<file path="src/rtl/wavegen_dac_pkg.sv">
// rtl/wavegen_dac_pkg.sv - shared types, frame layout and frame builder for the wavegen DAC SPI link
package wavegen_dac_pkg;

  typedef enum logic [2:0] {
    IDLE,
    FRAME_A,
    GAP,
    FRAME_B,
    LDAC
  } state_e;

  localparam int unsigned CH     = 15;
  localparam int unsigned BUF    = 14;
  localparam int unsigned GA_N   = 13;
  localparam int unsigned SHDN_N = 12;

  // Signed sample becomes offset binary by flipping the sign bit; the DAC takes the top 12 bits.
  function automatic logic [15:0] build_frame(input logic ch, input logic en,
                                              input logic [15:0] sample, input logic gain);
    logic [15:0] f;
    logic [11:0] code;
    code      = {~sample[15], sample[14:4]};
    f         = '0;
    f[CH]     = ch;
    f[BUF]    = 1'b0;
    f[GA_N]   = gain;
    f[SHDN_N] = en;
    f[11:0]   = en ? code : 12'h000;
    return f;
  endfunction

endpackage

</file>
<file path="src/rtl/wavegen_dac_shifter.sv">
// rtl/wavegen_dac_shifter.sv - serialises one 16-bit frame as SPI mode 0 with a CLK_DIV half-period
module wavegen_dac_shifter #(
  parameter int unsigned CLK_DIV = 2
) (
  input  logic        clk_i,
  input  logic        reset_i,
  input  logic        start_i,
  input  logic [15:0] frame_i,
  output logic        cs_n_o,
  output logic        sclk_o,
  output logic        sdi_o,
  output logic        done_o
);

  localparam int unsigned DIV_W = (CLK_DIV > 1) ? $clog2(CLK_DIV) : 1;
  localparam logic [DIV_W-1:0] DIV_LAST = DIV_W'(CLK_DIV - 1);

  logic             active_q;
  logic             cs_n_q;
  logic             sclk_q;
  logic             sdi_q;
  logic [3:0]       bit_q;
  logic [DIV_W-1:0] div_q;
  logic [15:0]      sreg_q;
  logic             div_end;

  assign div_end = (div_q == DIV_LAST);
  // Combinational so the sequencer can raise CS_N and advance state on the very same edge.
  assign done_o  = active_q & sclk_q & div_end & (bit_q == 4'd0);
  assign cs_n_o  = cs_n_q;
  assign sclk_o  = sclk_q;
  assign sdi_o   = sdi_q;

  always_ff @(posedge clk_i) begin
    if (reset_i) begin
      active_q <= 1'b0;
      cs_n_q   <= 1'b1;
      sclk_q   <= 1'b0;
      sdi_q    <= 1'b0;
      bit_q    <= 4'd0;
      div_q    <= '0;
      sreg_q   <= '0;
    end else if (!active_q) begin
      if (start_i) begin
        active_q <= 1'b1;
        cs_n_q   <= 1'b0;
        sclk_q   <= 1'b0;
        sdi_q    <= frame_i[15];
        bit_q    <= 4'd15;
        div_q    <= '0;
        sreg_q   <= frame_i;
      end
    end else if (div_end) begin
      div_q <= '0;
      if (!sclk_q) begin
        sclk_q <= 1'b1;
      end else begin
        sclk_q <= 1'b0;
        if (bit_q == 4'd0) begin
          active_q <= 1'b0;
          cs_n_q   <= 1'b1;
          sdi_q    <= 1'b0;
        end else begin
          bit_q <= bit_q - 4'd1;
          sdi_q <= sreg_q[bit_q - 4'd1];
        end
      end
    end else begin
      div_q <= div_q + 1'b1;
    end
  end

endmodule

</file>
<file path="src/rtl/wavegen_dac_spi.sv">
// rtl/wavegen_dac_spi.sv - sequences frame A, gap, frame B and the LDAC pulse for each sample strobe
module wavegen_dac_spi
  import wavegen_dac_pkg::*;
#(
  parameter int unsigned CLK_DIV = 2,
  parameter int unsigned CS_GAP  = 2,
  parameter int unsigned LDAC_W  = 2,
  parameter logic        GAIN_1X = 1'b1
) (
  input  logic        lut_clk_i,
  input  logic        reset_i,
  input  logic        sample_stb_i,
  input  logic [15:0] in_a_i,
  input  logic [15:0] in_b_i,
  input  logic        enable_a_i,
  input  logic        enable_b_i,
  output logic        dac_cs_n_o,
  output logic        dac_sclk_o,
  output logic        dac_sdi_o,
  output logic        dac_ldac_n_o,
  output logic        busy_o,
  output logic        overrun_o
);

  localparam int unsigned CNT_MAX = (CS_GAP > LDAC_W) ? CS_GAP : LDAC_W;
  localparam int unsigned CNT_W   = $clog2(CNT_MAX) + 1;
  localparam logic [CNT_W-1:0] GAP_LAST  = CNT_W'(CS_GAP - 1);
  localparam logic [CNT_W-1:0] LDAC_LAST = CNT_W'(LDAC_W - 1);

  state_e           state_q;
  logic [CNT_W-1:0] cnt_q;
  logic [15:0]      frame_b_q;
  logic             ldac_n_q;
  logic             busy_q;
  logic             overrun_q;

  logic [15:0]      frame_a_d;
  logic [15:0]      shift_frame;
  logic             shift_start;
  logic             shift_done;

  assign frame_a_d   = build_frame(1'b0, enable_a_i, in_a_i, GAIN_1X);
  // Frame A goes straight from the inputs so CS_N can drop the cycle after the strobe.
  assign shift_frame = (state_q == IDLE) ? frame_a_d : frame_b_q;
  assign shift_start = ((state_q == IDLE) && sample_stb_i) ||
                       ((state_q == GAP) && (cnt_q == GAP_LAST));

  wavegen_dac_shifter #(
    .CLK_DIV(CLK_DIV)
  ) u_shifter (
    .clk_i  (lut_clk_i),
    .reset_i(reset_i),
    .start_i(shift_start),
    .frame_i(shift_frame),
    .cs_n_o (dac_cs_n_o),
    .sclk_o (dac_sclk_o),
    .sdi_o  (dac_sdi_o),
    .done_o (shift_done)
  );

  always_ff @(posedge lut_clk_i) begin
    if (reset_i) begin
      state_q   <= IDLE;
      cnt_q     <= '0;
      frame_b_q <= '0;
      ldac_n_q  <= 1'b1;
      busy_q    <= 1'b0;
      overrun_q <= 1'b0;
    end else begin
      overrun_q <= sample_stb_i && (state_q != IDLE);
      case (state_q)
        IDLE: begin
          if (sample_stb_i) begin
            frame_b_q <= build_frame(1'b1, enable_b_i, in_b_i, GAIN_1X);
            busy_q    <= 1'b1;
            state_q   <= FRAME_A;
          end
        end
        FRAME_A: begin
          if (shift_done) begin
            cnt_q   <= '0;
            state_q <= GAP;
          end
        end
        GAP: begin
          if (cnt_q == GAP_LAST) state_q <= FRAME_B;
          else                   cnt_q   <= cnt_q + 1'b1;
        end
        FRAME_B: begin
          if (shift_done) begin
            cnt_q    <= '0;
            ldac_n_q <= 1'b0;
            state_q  <= LDAC;
          end
        end
        LDAC: begin
          if (cnt_q == LDAC_LAST) begin
            ldac_n_q <= 1'b1;
            busy_q   <= 1'b0;
            state_q  <= IDLE;
          end else begin
            cnt_q <= cnt_q + 1'b1;
          end
        end
        default: state_q <= IDLE;
      endcase
    end
  end

  assign dac_ldac_n_o = ldac_n_q;
  assign busy_o       = busy_q;
  assign overrun_o    = overrun_q;

endmodule

</file>
<file path="config.mk">
export PLATFORM = sky130hd
export DESIGN_NAME = wavegen_dac_spi
export DESIGN_NICKNAME = d
export VERILOG_FILES = /design/src/rtl/wavegen_dac_pkg.sv /design/src/rtl/wavegen_dac_shifter.sv /design/src/rtl/wavegen_dac_spi.sv
export SDC_FILE = /design/constraint.sdc
export NUM_CORES = 1
export LEC_CHECK = 0
export BUFFER_PORTS_ARGS = -buffer_cell sky130_fd_sc_hd__buf_2
export CAP_MARGIN = 25
export CORE_MARGIN = 1
export CORE_UTILIZATION = 43
export DETAILED_ROUTE_END_ITERATION = 10
export PLACE_DENSITY = 0.64
export SLEW_MARGIN = 25
export SYNTH_ARGS = -nofsm -noshare
export SYNTH_HDL_FRONTEND = slang
export SYNTH_SLANG_ARGS = --single-unit
</file>
<file path="constraint.sdc">
create_clock -name lut_clk_i -period 2.8 [get_ports lut_clk_i]
set_clock_uncertainty 0.2 [all_clocks]
set_input_delay 0.42 -clock lut_clk_i [delete_from_list [all_inputs] [get_ports lut_clk_i]]
set_output_delay 0.42 -clock lut_clk_i [all_outputs]
set_load 0.01 [all_outputs]
</file>
==> flow_metrics.tcl <==
set metrics [dict create \
    root_buffer "sky130_fd_sc_hd__clkbuf_8" \
    standard_cell_core_area_um2 4750 \
    commonest_cells_in_the_synthesized_netlist "sky130_fd_sc_hd__dfxtp_1, sky130_fd_sc_hd__nor2_1, sky130_fd_sc_hd__nand3_1" \
    cts_num_sinks 46 \
    synthesis.instances 247 \
    crit_fanout 3 \
    yosysSeqAreaShare_pct 43.0 \
    detail_route.drc_violations 0 \
    ios 43 \
    net-switching-power_mw 0.362 \
    replace_congestion 0.759 \
    fp.dieH_um 72.6 \
    cts_resized 0 \
    layout.cells.non_filler 340 \
    power.leakage_nw 0.929 \
    netlist_area_before_placement_um2 2140 \
    fin_hold_ws_ns 0.179 \
    floorplan.initialDensity_pct 45.1 \
    hold_viol 0 \
    first_global_vias 1508 \
    num_vias 1740 \
    synth_area_leader_cell "sky130_fd_sc_hd__dfxtp_1" \
    placement.cell_area_um2 2340 \
    totalNegativeSetupSlack_ns 0 \
    worst_pin_slew_ns 0.643 \
    cp_cell_sequence "inv_1, ha_1, mux4_1, mux4_2, a22o_1" \
    ant_nets 0 \
    final_core_utilization_pct 51.1 \
    avgSynthCellArea_um2 8.67 \
    synth.ff_latch_count 46 \
    yosys_most_used_dff "sky130_fd_sc_hd__dfxtp_1" \
    power.share.switching_pct 26.5 \
    netlist_top_cells_area "sky130_fd_sc_hd__dfxtp_1, sky130_fd_sc_hd__nand3_1, sky130_fd_sc_hd__a311oi_1" \
    comb_power_share_pct 16.8 \
    clock_latency_ns 0.30 \
    worst_ep_required_time_ns 2.79 \
    buffers_added_on_ports 34 \
    tritoncts "built" \
    fin_total_pwr_mw 1.37 \
    yosys_warnings 0 \
    wire_per_inst_um 13.0 \
    max_freq_mhz 433 \
    h_tree_levels 2 \
    outcome "finished, final reports clean" \
    worst-path-buf-inv 1 \
    critical-path-max-stage-delay_ns 0.55 \
    cts_hold_buffers 0 \
    crit_path_top_delay_cell "sky130_fd_sc_hd__mux4_1" \
    area_growth_syn_to_layout_pct 13.4 \
    intPower_mw 1.01 \
    total_power_divided_by_cell_area_nw_per_um2 563 \
    num_antenna_cells 0 \
    final_layout_size_suffix_gt1_share_pct 19.4 \
    cts.reportedPaths.clkPinSlew_ns 0.08 \
    worst_ep_arrival_time_ns 2.30 \
    endpoint_kind "register" \
    synth-edff-count 0 \
    grt_max_degree 36 \
    dpl.hpwl_um 3080 \
    final_wirelength_um 4410 \
    asyncSetResetFlopFracSynth_pct 0 \
    critical_path_class "register to register" \
    finalMaxSlewViolations 0 \
    max_cap_violations 0 \
    floorplan.die_area_um2 5270 \
    dr.pass1.iters 4 \
    setup_violations 0 \
    vias_per_cell 5.12 \
    grt_usage_pct 18.5 \
    sequential_power_share_pct 53.0 \
    floorplan.rows 25 \
    final_area_um2 2430 \
    synthDominantCellAreaShare_pct 43.0 \
    dp.cells 332 \
    number_of_buffers_between_clock_root_and_the_deepest_sink 2 \
    synth_cell_types 37 \
    path_delay_family "multiplexers" \
    num-nets-final 311 \
    slew_headroom_pct 57.1 \
    num-fill-cells 493 \
    peak_ir_drop_on_the_vdd_network_mv 0.220 \
    drt-initial-drc-count 93 \
    overflow 0 \
    synthesis.nets 286 \
    min-delay-path-class "input port to register" \
    first_pass_grt_wire_length_um 7430 \
    finalWorstSetupSlack_ns 0.489 \
    die-width_um 72.6 \
    unrepaired_setup_endpoints_after_global_routing "false" \
    pre_cts_ws_ns 0.507 \
    clkPwrFrac_pct 30.2 \
    crit_path_start_kind "register" \
    yosysMostFrequentCell "sky130_fd_sc_hd__dfxtp_1" \
    layout_worst_path_cycle_share_pct 82.5 \
    post-cts-setup-buffers 0 \
    grt_antenna_before_repair 0 \
    min_period_ns 2.31 \
    cts_made_buffers 5 \
]
[layer usage]
| metal | vias to the layer above | wire (um) | global-route usage [%] |
|---|---|---|---|
| met3 | 2 | 143 | 4.83 |
| met4 | 0 | 35 | 7.19 |
| li1 | 921 | - | - |
| met5 | - | 0 | 0 |
| met2 | 27 | 2090 | 25.2 |
| met1 | 790 | 2150 | 27.7 |
[worst paths after layout]
| check | start | to | slack (ns) | cells after the start |
|---|---|---|---|---|
| max | u_shifter.bit_q[1]$_SDFFE_PP0P_ | u_shifter.sdi_o$_SDFFE_PP0P_ | 0.49 | 5 |
| min | in_b_i[15] | frame_b_q[11]$_SDFFE_PP0P_ | 0.18 | 3 |
| max reg2reg | u_shifter.bit_q[1]$_SDFFE_PP0P_ | u_shifter.sdi_o$_SDFFE_PP0P_ | 0.49 | 5 |
| min reg2reg | frame_b_q[6]$_SDFFE_PP0P_ | frame_b_q[6]$_SDFFE_PP0P_ | 0.26 | 2 |
[final cells by class]
cell class | instances | area [um2] | area share [%]
clock buffer | 7 | 86.3 | 3.55
inverter | 8 | 30.0 | 1.24
sequential | 46 | 921 | 37.9
clock inverter | 1 | 5.00 | 0.206
multi-input combinational | 171 | 1090 | 44.8
timing repair buffer | 40 | 215 | 8.86
tap | 67 | 83.8 | 3.45
[logic make-up (layout without fill, tap and decap cells)]
group | Yosys count | count (layout) | synth area share, %
AND/OR/NAND/NOR | 107 | 107 | 25.4
buffers and inverters | 30 | 56 | 6.43
XOR/XNOR | 4 | 4 | 1.64
AO/OA/AOI/OAI | 48 | 48 | 15.0
multiplexers | 10 | 10 | 7.42
flip-flops | 46 | 46 | 43.0
adder cells (fa/ha/maj) | 2 | 2 | 1.17
[power by group through the flow]
stage	registers, mW	clock network [mW]	logic (mW)
6_report	0.726	0.413	0.230
5_1_grt	0.732	0.466	0.259
4_1_cts	0.726	0.434	0.232
3_5_place_dp	0.741	0	0.231
3_3_place_gp	0.739	0	0.229
2_1_floorplan	0.733	0	0.178
[tightest hold or removal path: stages]
cell and delay [ns]:
sky130_fd_sc_hd__buf_2 0.07, sky130_fd_sc_hd__nand3b_1 0.09, sky130_fd_sc_hd__a21oi_1 0.06
[sequential cells by signal, indices dropped and copies added (netlist names)]
signal	count
u_shifter.sreg_q	15
frame_b_q	14
u_shifter.bit_q	4
state_q	3
cnt_q	2
busy_o	1
dac_ldac_n_o	1
overrun_o	1
u_shifter.active_q	1
u_shifter.cs_n_o	1
u_shifter.div_end	1
u_shifter.sclk_o	1
u_shifter.sdi_o	1
[cell usage in the layout (no fill, tap or decap), types with 2 or more instances in the layout]
| cell | Yosys | final |
|---|---|---|
| sky130_fd_sc_hd__and3_1 | 2 | 2 |
| sky130_fd_sc_hd__nor2b_1 | 5 | 5 |
| sky130_fd_sc_hd__xor2_1 | 3 | 3 |
| sky130_fd_sc_hd__nand2b_1 | 14 | 14 |
| sky130_fd_sc_hd__nand3b_1 | 3 | 3 |
| sky130_fd_sc_hd__nor3b_1 | 2 | 2 |
| sky130_fd_sc_hd__a211oi_1 | 6 | 6 |
| sky130_fd_sc_hd__a311oi_1 | 12 | 12 |
| sky130_fd_sc_hd__nor3_1 | 9 | 8 |
| sky130_fd_sc_hd__buf_4 | 0 | 6 |
| sky130_fd_sc_hd__buf_2 | 8 | 34 |
| sky130_fd_sc_hd__nor2_1 | 25 | 25 |
| sky130_fd_sc_hd__clkbuf_8 | 0 | 6 |
| sky130_fd_sc_hd__ha_1 | 2 | 2 |
| sky130_fd_sc_hd__inv_1 | 8 | 8 |
| sky130_fd_sc_hd__nand3_1 | 24 | 24 |
| sky130_fd_sc_hd__nand2_1 | 17 | 17 |
| sky130_fd_sc_hd__dfxtp_1 | 46 | 46 |
| sky130_fd_sc_hd__o21ai_0 | 6 | 6 |
| sky130_fd_sc_hd__mux2i_1 | 5 | 5 |
| sky130_fd_sc_hd__mux4_2 | 2 | 2 |
| sky130_fd_sc_hd__a21oi_1 | 18 | 18 |
| sky130_fd_sc_hd__and2_1 | 2 | 2 |
| sky130_fd_sc_hd__mux4_1 | 2 | 2 |
No activity file was read; power rests on OpenSTA's default activity.
